$ cat src/rtl/mips_pkg.sv
// Shared definitions for the MIPS core: fetch FSM encoding, reset vector and
// word-alignment helper.
`timescale 1ns/1ps
package mips_pkg;
   typedef enum logic [1:0] {
      FETCH   = 2'd0,
      CAPTURE = 2'd1,
      HOLD    = 2'd2
   } fetch_state_t;

   localparam logic [31:0] DEFAULT_RESET_PC = 32'h0000_0000;

   function automatic logic [31:0] align_word(input logic [31:0] addr);
      return {addr[31:2], 2'b00};
   endfunction
endpackage

$ cat src/rtl/if_stage_step_sync.sv
// Debug single-step conditioner: 2-flop synchronizer, rising-edge detector and
// a one-deep pending flag consumed by the fetch stage when it advances.
`timescale 1ns/1ps
module step_sync (
   input  logic clk,
   input  logic rst,
   input  logic debug_en,
   input  logic debug_step,
   input  logic advance,
   output logic pending
);
   // [1:0] synchronizer, [2] previous synchronized value for edge detection
   logic [2:0] r_sync;
   logic       r_pending;
   logic       w_rise;

   assign w_rise  = r_sync[1] & ~r_sync[2];
   assign pending = r_pending;

   always_ff @(posedge clk or posedge rst) begin
      if (rst) begin
         r_sync <= 3'b000;
      end else begin
         r_sync <= {r_sync[1:0], debug_step};
      end
   end

   // Edges landing while already pending, or in the advance cycle, are dropped.
   always_ff @(posedge clk or posedge rst) begin
      if (rst) begin
         r_pending <= 1'b0;
      end else if (!debug_en || advance) begin
         r_pending <= 1'b0;
      end else if (w_rise) begin
         r_pending <= 1'b1;
      end
   end
endmodule

$ cat src/rtl/if_stage.sv
// Instruction-fetch stage: PC, synchronous instruction-memory access and a
// valid/ready instruction handshake. DEBUG_STEP_EN adds single-step gating.
`timescale 1ns/1ps
module if_stage
   import mips_pkg::*;
#(
   parameter logic [31:0] RESET_PC  = DEFAULT_RESET_PC,
   parameter int          IM_ADDR_W = 4
) (
   input  logic                 clk,
   input  logic                 rst,
   output logic                 im_en,
   output logic [IM_ADDR_W-1:0] im_addr,
   input  logic [31:0]          im_data,
   output logic [31:0]          inst,
   output logic [31:0]          pc,
   output logic [31:0]          pc_plus4,
   output logic                 inst_valid,
   input  logic                 inst_ready,
   input  logic                 branch_taken,
   input  logic [31:0]          branch_target,
   input  logic                 jump,
   input  logic [31:0]          jump_target,
`ifdef DEBUG_STEP_EN
   input  logic                 debug_en,
   input  logic                 debug_step,
`endif
   output logic [31:0]          fetch_count
);
   fetch_state_t r_state;
   logic [31:0]  r_pc;
   logic [31:0]  r_inst;
   logic         r_inst_valid;
   logic [31:0]  r_fetch_count;
   logic [31:0]  w_pc_plus4;
   logic [31:0]  w_next_pc;
   logic         w_step_ok;
   logic         w_advance;

`ifdef DEBUG_STEP_EN
   logic w_pending;

   step_sync u_step_sync (
      .clk        (clk),
      .rst        (rst),
      .debug_en   (debug_en),
      .debug_step (debug_step),
      .advance    (w_advance),
      .pending    (w_pending)
   );

   assign w_step_ok = !debug_en || w_pending;
`else
   assign w_step_ok = 1'b1;
`endif

   assign w_pc_plus4 = r_pc + 32'd4;
   assign w_advance  = (r_state == HOLD) && inst_ready && w_step_ok;
   assign w_next_pc  = align_word(jump         ? jump_target   :
                                  branch_taken ? branch_target : w_pc_plus4);

   assign im_en       = (r_state == FETCH);
   assign im_addr     = r_pc[IM_ADDR_W+1:2];
   assign inst        = r_inst;
   assign pc          = r_pc;
   assign pc_plus4    = w_pc_plus4;
   assign inst_valid  = r_inst_valid;
   assign fetch_count = r_fetch_count;

   // Memory data arrives during CAPTURE; redirects only matter on advance.
   always_ff @(posedge clk or posedge rst) begin
      if (rst) begin
         r_state       <= FETCH;
         r_pc          <= RESET_PC;
         r_inst        <= 32'd0;
         r_inst_valid  <= 1'b0;
         r_fetch_count <= 32'd0;
      end else begin
         case (r_state)
            FETCH: begin
               r_state <= CAPTURE;
            end
            CAPTURE: begin
               r_inst       <= im_data;
               r_inst_valid <= 1'b1;
               r_state      <= HOLD;
            end
            HOLD: begin
               if (w_advance) begin
                  r_pc          <= w_next_pc;
                  r_inst_valid  <= 1'b0;
                  r_fetch_count <= r_fetch_count + 32'd1;
                  r_state       <= FETCH;
               end
            end
            default: begin
               r_state <= FETCH;
            end
         endcase
      end
   end
endmodule

$ cat config.mk
export PLATFORM = sky130hd
export DESIGN_NAME = if_stage
export DESIGN_NICKNAME = d
export VERILOG_FILES = /design/src/rtl/mips_pkg.sv /design/src/rtl/if_stage_step_sync.sv /design/src/rtl/if_stage.sv
export SDC_FILE = /design/constraint.sdc
export NUM_CORES = 1
export LEC_CHECK = 0
export ABC_AREA = 1
export CAP_MARGIN = 25
export CELL_PAD_IN_SITES_DETAIL_PLACEMENT = 1
export CELL_PAD_IN_SITES_GLOBAL_PLACEMENT = 1
export CORE_UTILIZATION = 28
export CTS_BUF_LIST = sky130_fd_sc_hd__clkbuf_4
export DETAILED_ROUTE_END_ITERATION = 8
export GPL_TIMING_DRIVEN = 0
export PLACE_DENSITY = 0.82
export SLEW_MARGIN = 20
export SYNTH_ARGS = -nofsm -noshare
export SYNTH_HDL_FRONTEND = slang
export SYNTH_SLANG_ARGS = --single-unit
$ cat constraint.sdc
create_clock -name clk -period 3.23 [get_ports clk]
set_input_delay 0.646 -clock clk [delete_from_list [all_inputs] [get_ports clk]]
set_output_delay 0.646 -clock clk [all_outputs]
set_load 0.01 [all_outputs]
==> results.json, run 1 <==
{
  "status": "completed",
  "muxShareOfSynthArea": 0.06337,
  "io_buffer_count": 225,
  "setup_viol": 0,
  "synthSimpleGateAreaFrac": 0.2955,
  "design_area_um2": 8537,
  "postSynth.asyncResetShare": 1.000,
  "clkLatencyLatePin_ns": 0.48,
  "cp_max_fo": 5,
  "syn_area_um2": 5687,
  "synth_compound_area_frac": 0.08603,
  "leakage_uw": 0.003878,
  "vias": 5775,
  "die_area_um2": 20880,
  "period_share": 0.9500,
  "cts_htree_levels": 3,
  "wl_um": 22400,
  "syn-instance-count": 714,
  "slew_headroom": 0.5221,
  "core-area_um2": 19650,
  "period_needed_ns": 3.069,
  "wl_per_cell_um": 18.20,
  "synth_top_family_by_area": "simple AND/OR/NAND/NOR gates",
  "hold_viol": 0,
  "crit_required_ns": 2.58,
  "antenna_found_initial": 5,
  "final_nets": 1063,
  "synth.avg_cell_area_um2": 7.965,
  "pin_count": 235,
  "synth_xor_area_frac": 0.05523,
  "synthDistinctLibCells": 39,
  "fmax_mhz": 325.9,
  "post-route-drc-count": 0,
  "cap_violations": 0,
  "critPathKind": "reg2out",
  "worstSetupEndpointType": "primary output",
  "grt_overflow_total": 0,
  "synth_ff_type": "dfrtp_1",
  "routed_via_density": 4.691,
  "synth_adder_area_share": 0.004400,
  "cts_tree": "built",
  "die_h_um": 144.5,
  "dr.pass1.iters": 4,
  "clockBufferDepth": 2,
  "clk_pin_slew_ns": 0.19,
  "antenna_left": 0,
  "worst_slew_pin_slew_ns": 0.7168,
  "drive_gt1_frac": 0.1203,
  "placed_cell_area_um2": 8314,
  "dp_hpwl_um": 17680,
  "clock-sinks": 97,
  "synth_edf_count": 0,
  "grt_pass1_wl_um": 34000,
  "drt_iter0_markers": 217,
  "crit_path_start_kind": "register",
  "rows": 51,
  "grt_pass1_vias": 6266,
  "yosysSeqAreaShare": 0.4268,
  "ff2ff_setup_slack_ns": 1.42,
  "synth-seq-cells": 97,
  "power-per-cell-area_nw_per_um2": 744.0,
  "holdCritPathClass": "reg2reg",
  "pre_cts_ws_ns": 0.5332,
  "layout_setup_ws_ns": 0.1614,
  "slew_viol_final": 0,
  "fp.dieW_um": 144.5,
  "cts_buffers": 9,
  "fin_hold_ws_ns": 0.5020,
  "fin_worst_skew_ns": 0.02141,
  "gp_congestion": 0.8566,
  "areaGrowthSynthToFinish_pct": 50.12,
  "grt_max_degree": 54,
  "cts_root_buf": "clkbuf_4",
  "start_util": 0.2893,
  "synth-warning-count": 0,
  "grt_usage": 0.2180,
  "cp.arrival_ns": 2.42,
  "ir_drop_uv": 395.1
}
==> Yosys cell counts, types with 2 or more instances <==
cell type / number / share of area
a21boi_1: 9 / 0.012
a21o_1: 3 / 0.0040
a21oi_1: 36 / 0.032
a22oi_1: 7 / 0.0092
a2bb2oi_1: 2 / 0.0031
and2_1: 3 / 0.0033
buf_1: 6 / 0.0040
buf_2: 9 / 0.0079
buf_4: 8 / 0.011
clkbuf_1: 8 / 0.0053
dfrtp_1: 97 / 0.43
ha_1: 2 / 0.0044
inv_1: 59 / 0.039
inv_2: 2 / 0.0013
mux2_2: 32 / 0.063
nand2_1: 176 / 0.12
nand2_2: 5 / 0.0055
nand2_4: 3 / 0.0059
nand3_1: 42 / 0.037
nand4_1: 8 / 0.0088
nand4_4: 2 / 0.0075
nor2_1: 101 / 0.067
nor2_2: 11 / 0.012
nor2_4: 8 / 0.016
nor2_8: 2 / 0.0070
nor3_1: 3 / 0.0026
o21ai_0: 24 / 0.021
o21ai_1: 3 / 0.0026
xnor2_1: 11 / 0.017
xor2_1: 23 / 0.035
==> per-stage QoR <==
step / std cells / util / TNS [ns] / total power (uW)
after detailed placement: 1208 / 0.4230 / 0 / 5690
after global routing: 1230 / 0.4342 / -0.003149 / 6807
after global placement: 1207 / 0.4214 / -171.71 / 5584
final: 1231 / 0.4344 / 0 / 6352
after CTS: 1223 / 0.4299 / 0 / 6392
after floorplan: 717 / - / 0 / 3683
==> placed cells by master, fill, tap and decap left out, types with 3 or more instances in the layout <==
| cell type | netlist | final |
|---|---|---|
| clkdlybuf4s50_1 | 0 | 220 |
| nand2_1 | 176 | 176 |
| nor2_1 | 101 | 98 |
| dfrtp_1 | 97 | 93 |
| inv_1 | 59 | 58 |
| nand3_1 | 42 | 42 |
| a21oi_1 | 36 | 36 |
| mux2_2 | 32 | 32 |
| o21ai_0 | 24 | 23 |
| xor2_1 | 23 | 22 |
| buf_4 | 8 | 14 |
| nor2_4 | 8 | 11 |
| nor2_2 | 11 | 11 |
| xnor2_1 | 11 | 11 |
| buf_2 | 9 | 9 |
| a21boi_1 | 9 | 9 |
| clkbuf_4 | 0 | 9 |
| clkbuf_1 | 8 | 8 |
| nand4_1 | 8 | 8 |
| a22oi_1 | 7 | 7 |
| buf_1 | 6 | 6 |
| nand2_2 | 5 | 5 |
| dlymetal6s2s_1 | 0 | 5 |
| o21ai_1 | 3 | 4 |
| conb_1 | 1 | 4 |
| dfrtp_2 | 0 | 4 |
| nand2_4 | 3 | 3 |
| and2_1 | 3 | 3 |
| nor3_1 | 3 | 3 |
| inv_6 | 0 | 3 |
| a21o_1 | 3 | 3 |
==> critical path, stage by stage (launching register included) <==
cell and delay, ns:
dfrtp_2 0.43, ha_1 0.19, nand2_1 0.10, nor2_4 0.20
nand2_4 0.12, o21ai_0 0.28, nand2_1 0.11, clkdlybuf4s50_1 0.49
==> timing repair <==
action | in CTS | in global routing
resized for setup | 4 | 13
hold buffers | 0 | 0
setup buffers | 0 | 6
pin swaps | 0 | 3
endpoints found under the setup margin | 9 | 15
==> path summary, 6_finish.rpt <==
kind                                  from         endpoint  cells after the start
worst min-delay path            r_state[0]       r_state[0]                      1
worst max-delay path                 pc[3]     pc_plus4[18]                      7
max in group asynchronous              rst  fetch_count[20]                      3
min in group asynchronous              rst           pc[31]                      2
worst max register to register       pc[3]           pc[30]                     11
worst min register to register  r_state[0]       r_state[0]                      1
==> per-layer routing <==
metal	vias up	wire [um]	track usage
li1	2755	-	-
met1	2769	8758	0.2477
met2	223	11150	0.3882
met3	24	2135	0.06788
met4	4	331	0.06537
met5	-	25	0
==> cells by family (layout without fill, tap and decap cells) <==
logic type | after synthesis | count (layout)
compound gates | 86 | 86
flops | 97 | 97
xor+xnor | 35 | 35
simple gates | 369 | 369
buf+inv | 92 | 339
other cells | 1 | 6
mux | 32 | 32
fa+ha+maj | 2 | 2
==> registers in the layout, summed over array words and instances (netlist names) <==
| register | cells |
|---|---|
| inst_valid | 1 |
| r_state | 2 |
| pc | 30 |
| inst | 32 |
| fetch_count | 32 |
==> report_power, final <==
| group | leakage, uW | internal (uW) | switching (uW) | total [uW] |
|---|---|---|---|---|
| sequential | 0.00115 | 1650 | 444 | 2090 |
| combinational | 0.00266 | 1870 | 1730 | 3590 |
| clock | 0.0000708 | 174 | 497 | 671 |
==> layout make-up <==
type                       instances  area, um2
fill                            2397      11120
multi-input combinational        528       2914
sequential                        97       2432
timing repair buffer             232       2337
tap                              265      331.6
inverter                          61      234.0
buffer                            31      157.7
clock buffer                       9      67.56
clock inverter                     6      57.56
antenna                            2      5.005
No activity file was read; power rests on OpenSTA's default activity.
==> inputs of run 2 (changes only) <==
- ABC_CLOCK_PERIOD_IN_PS: unset -> 3230
==> results of run 2 <==
Final layout, timing and power as in run 1 (identical DEF).
==> inputs of run 3 (changes only) <==
- PLACE_DENSITY: 0.82 -> unset
- PLACE_DENSITY_LB_ADDON: unset -> 0.1
==> run 3 against run 2 <==
Sequential share of layout area hardly changed. Via count is 2.5% lower. Non-clock buffer count stayed put. Count of clock-buffer cells in the layout stayed put. Utilization hardly changed. Wire length is 6.1% lower.
==> results.json, run 3 (same netlist as run 1, synthesis figures left out) <==
{
  "status": "completed",
  "design_area_um2": 8539,
  "dr.pass1.iters": 4,
  "drt_iter0_markers": 167,
  "crit_path_start_kind": "register",
  "grt_usage": 0.2033,
  "post-route-drc-count": 0,
  "grt_pass1_vias": 5725,
  "clkLatencyLatePin_ns": 0.49,
  "cp_max_fo": 6,
  "rows": 51,
  "wl_per_cell_um": 17.08,
  "routed_via_density": 4.572,
  "hold_buffers": 0,
  "antenna_left": 0,
  "crit_required_ns": 2.58,
  "wl_um": 21040,
  "slew_viol_final": 0,
  "layout_setup_ws_ns": 0.1533,
  "fillCellCount": 2400,
  "hold_viol": 0,
  "period_needed_ns": 3.077,
  "start_util": 0.2893,
  "pin_count": 235,
  "die_h_um": 144.5,
  "cts_buffers": 9,
  "dp_hpwl_um": 16400,
  "mostFrequentLayoutCells": "222 x clkdlybuf4s50_1, 176 x nand2_1, 96 x nor2_1",
  "die_area_um2": 20880,
  "worst_slew_pin_slew_ns": 0.7127,
  "cts_tree": "built",
  "power-per-cell-area_nw_per_um2": 738.6,
  "setup_viol": 0,
  "placed_cell_area_um2": 8314,
  "holdCritPathClass": "reg2reg",
  "cts_root_buf": "clkbuf_4",
  "grt_pass1_wl_um": 31680,
  "cp.arrival_ns": 2.43,
  "fin_hold_ws_ns": 0.4859,
  "fp.dieW_um": 144.5,
  "areaGrowthSynthToFinish_pct": 50.17,
  "slew_headroom": 0.5248,
  "fmax_mhz": 325.0,
  "clockBufferDepth": 2,
  "clk_pin_slew_ns": 0.18,
  "final_nets": 1063,
  "core-area_um2": 19650,
  "cap_violations": 0,
  "leakage_uw": 0.003858,
  "fin_setup_tns_ns": 0,
  "drive_gt1_frac": 0.1254,
  "cp_slowest_stage_delay_ns": 0.53,
  "grt_overflow_total": 0,
  "cp_cell_sequence": "ha_1 > nand2_1 > nor2_4 > nand2_4 > nor2_4 > nand3_1 > nand2_1 > clkdlybuf4s50_1",
  "io_buffer_count": 225,
  "final_common_cell": "clkdlybuf4s50_1",
  "period_share": 0.9526,
  "grt_max_degree": 57,
  "totalPowerFinal_uw": 6308,
  "gp_congestion": 0.8480,
  "critPathKind": "reg2out",
  "pre_cts_ws_ns": 0.5267,
  "clock-sinks": 97,
  "cpMaxStageDelayCell": "clkdlybuf4s50_1",
  "antenna_found_initial": 3,
  "fin_worst_skew_ns": 0.02875,
  "worstSetupEndpointType": "primary output",
  "vias": 5633,
  "ir_drop_uv": 341.4,
  "cts_htree_levels": 3
}
## run 3: changes by cell type in the layout (fill, tap and decap cells not counted)
cell,change
dfrtp_1,-3
dfrtp_2,+3
clkdlybuf4s50_1,+2
clkinvlp_4,+2
dlymetal6s2s_1,-2
inv_6,-2
nor2_1,-2
nor2_2,+2
clkinv_4,+1
xor2_1,+1
xor2_2,-1
## run 3: what timing repair did
action                                  CTS  global route
buffers inserted                          0             6
gates cloned                              0             0
pin swaps                                 0             2
gates resized for setup                   5            14
endpoints found under the setup margin    8            12
## run 3: path summary, 6_finish.rpt
| check | slack, ns | endpoint | cells after the start | start |
|---|---|---|---|---|
| worst max-delay path | 0.15 | pc_plus4[28] | 8 | pc[3] |
| max in group asynchronous | 2.05 | fetch_count[31] | 3 | rst |
| worst max register to register | 1.51 | pc[22] | 11 | pc[3] |
| min in group asynchronous | 0.53 | inst[17] | 2 | rst |
| worst min-delay path | 0.49 | r_state[0] | 1 | r_state[0] |
| worst min register to register | 0.49 | r_state[0] | 1 | r_state[0] |
## run 3: power breakdown
part / total (uW) / internal (uW) / switching [uW]
Combinational: 3550 / 1870 / 1670
Clock: 677 / 173 / 504
Sequential: 2090 / 1650 / 436
Total: 6310 / 3690 / 2610
## run 3: per-layer routing
metal / vias to the layer above / track usage / part of all wire
met4: 2 / 0.04931 / 0.014
met1: 2697 / 0.2489 / 0.42
li1: 2773 / - / -
met3: 21 / 0.05364 / 0.065
met2: 140 / 0.3525 / 0.50
met5: - / 0 / 0.00081
## run 3: worst max-delay path, delay by kind of cell, from the launching register on
family / cells / cell delay (ns)
AND/OR/NAND/NOR: 6 / 0.79
buffers and inverters: 1 / 0.53
flip-flops: 1 / 0.43
adder cells (fa/ha/maj): 1 / 0.19
## run 3: through the flow
| step | instances | utilization |
|---|---|---|
| 6_report | 1232 | 0.4345 |
| 2_1_floorplan | 717 | - |
| 5_1_grt | 1231 | 0.4344 |
| 3_3_place_gp | 1207 | 0.4214 |
| 3_5_place_dp | 1208 | 0.4230 |
| 4_1_cts | 1224 | 0.4301 |
## run 3: final cells by class
| type | count | area [um2] | share of cell area |
|---|---|---|---|
| Buffer | 31 | 157.7 | 0.01846 |
| Tap cell | 265 | 331.6 | 0.03883 |
| Inverter | 61 | 234.0 | 0.02740 |
| Multi-Input combinational cell | 528 | 2912 | 0.3410 |
| Timing Repair Buffer | 232 | 2332 | 0.2731 |
| Clock buffer | 9 | 67.56 | 0.007912 |
| Clock inverter | 7 | 63.81 | 0.007473 |
| Sequential cell | 97 | 2436 | 0.2853 |
| Antenna cell | 2 | 5.005 | 0.0005861 |
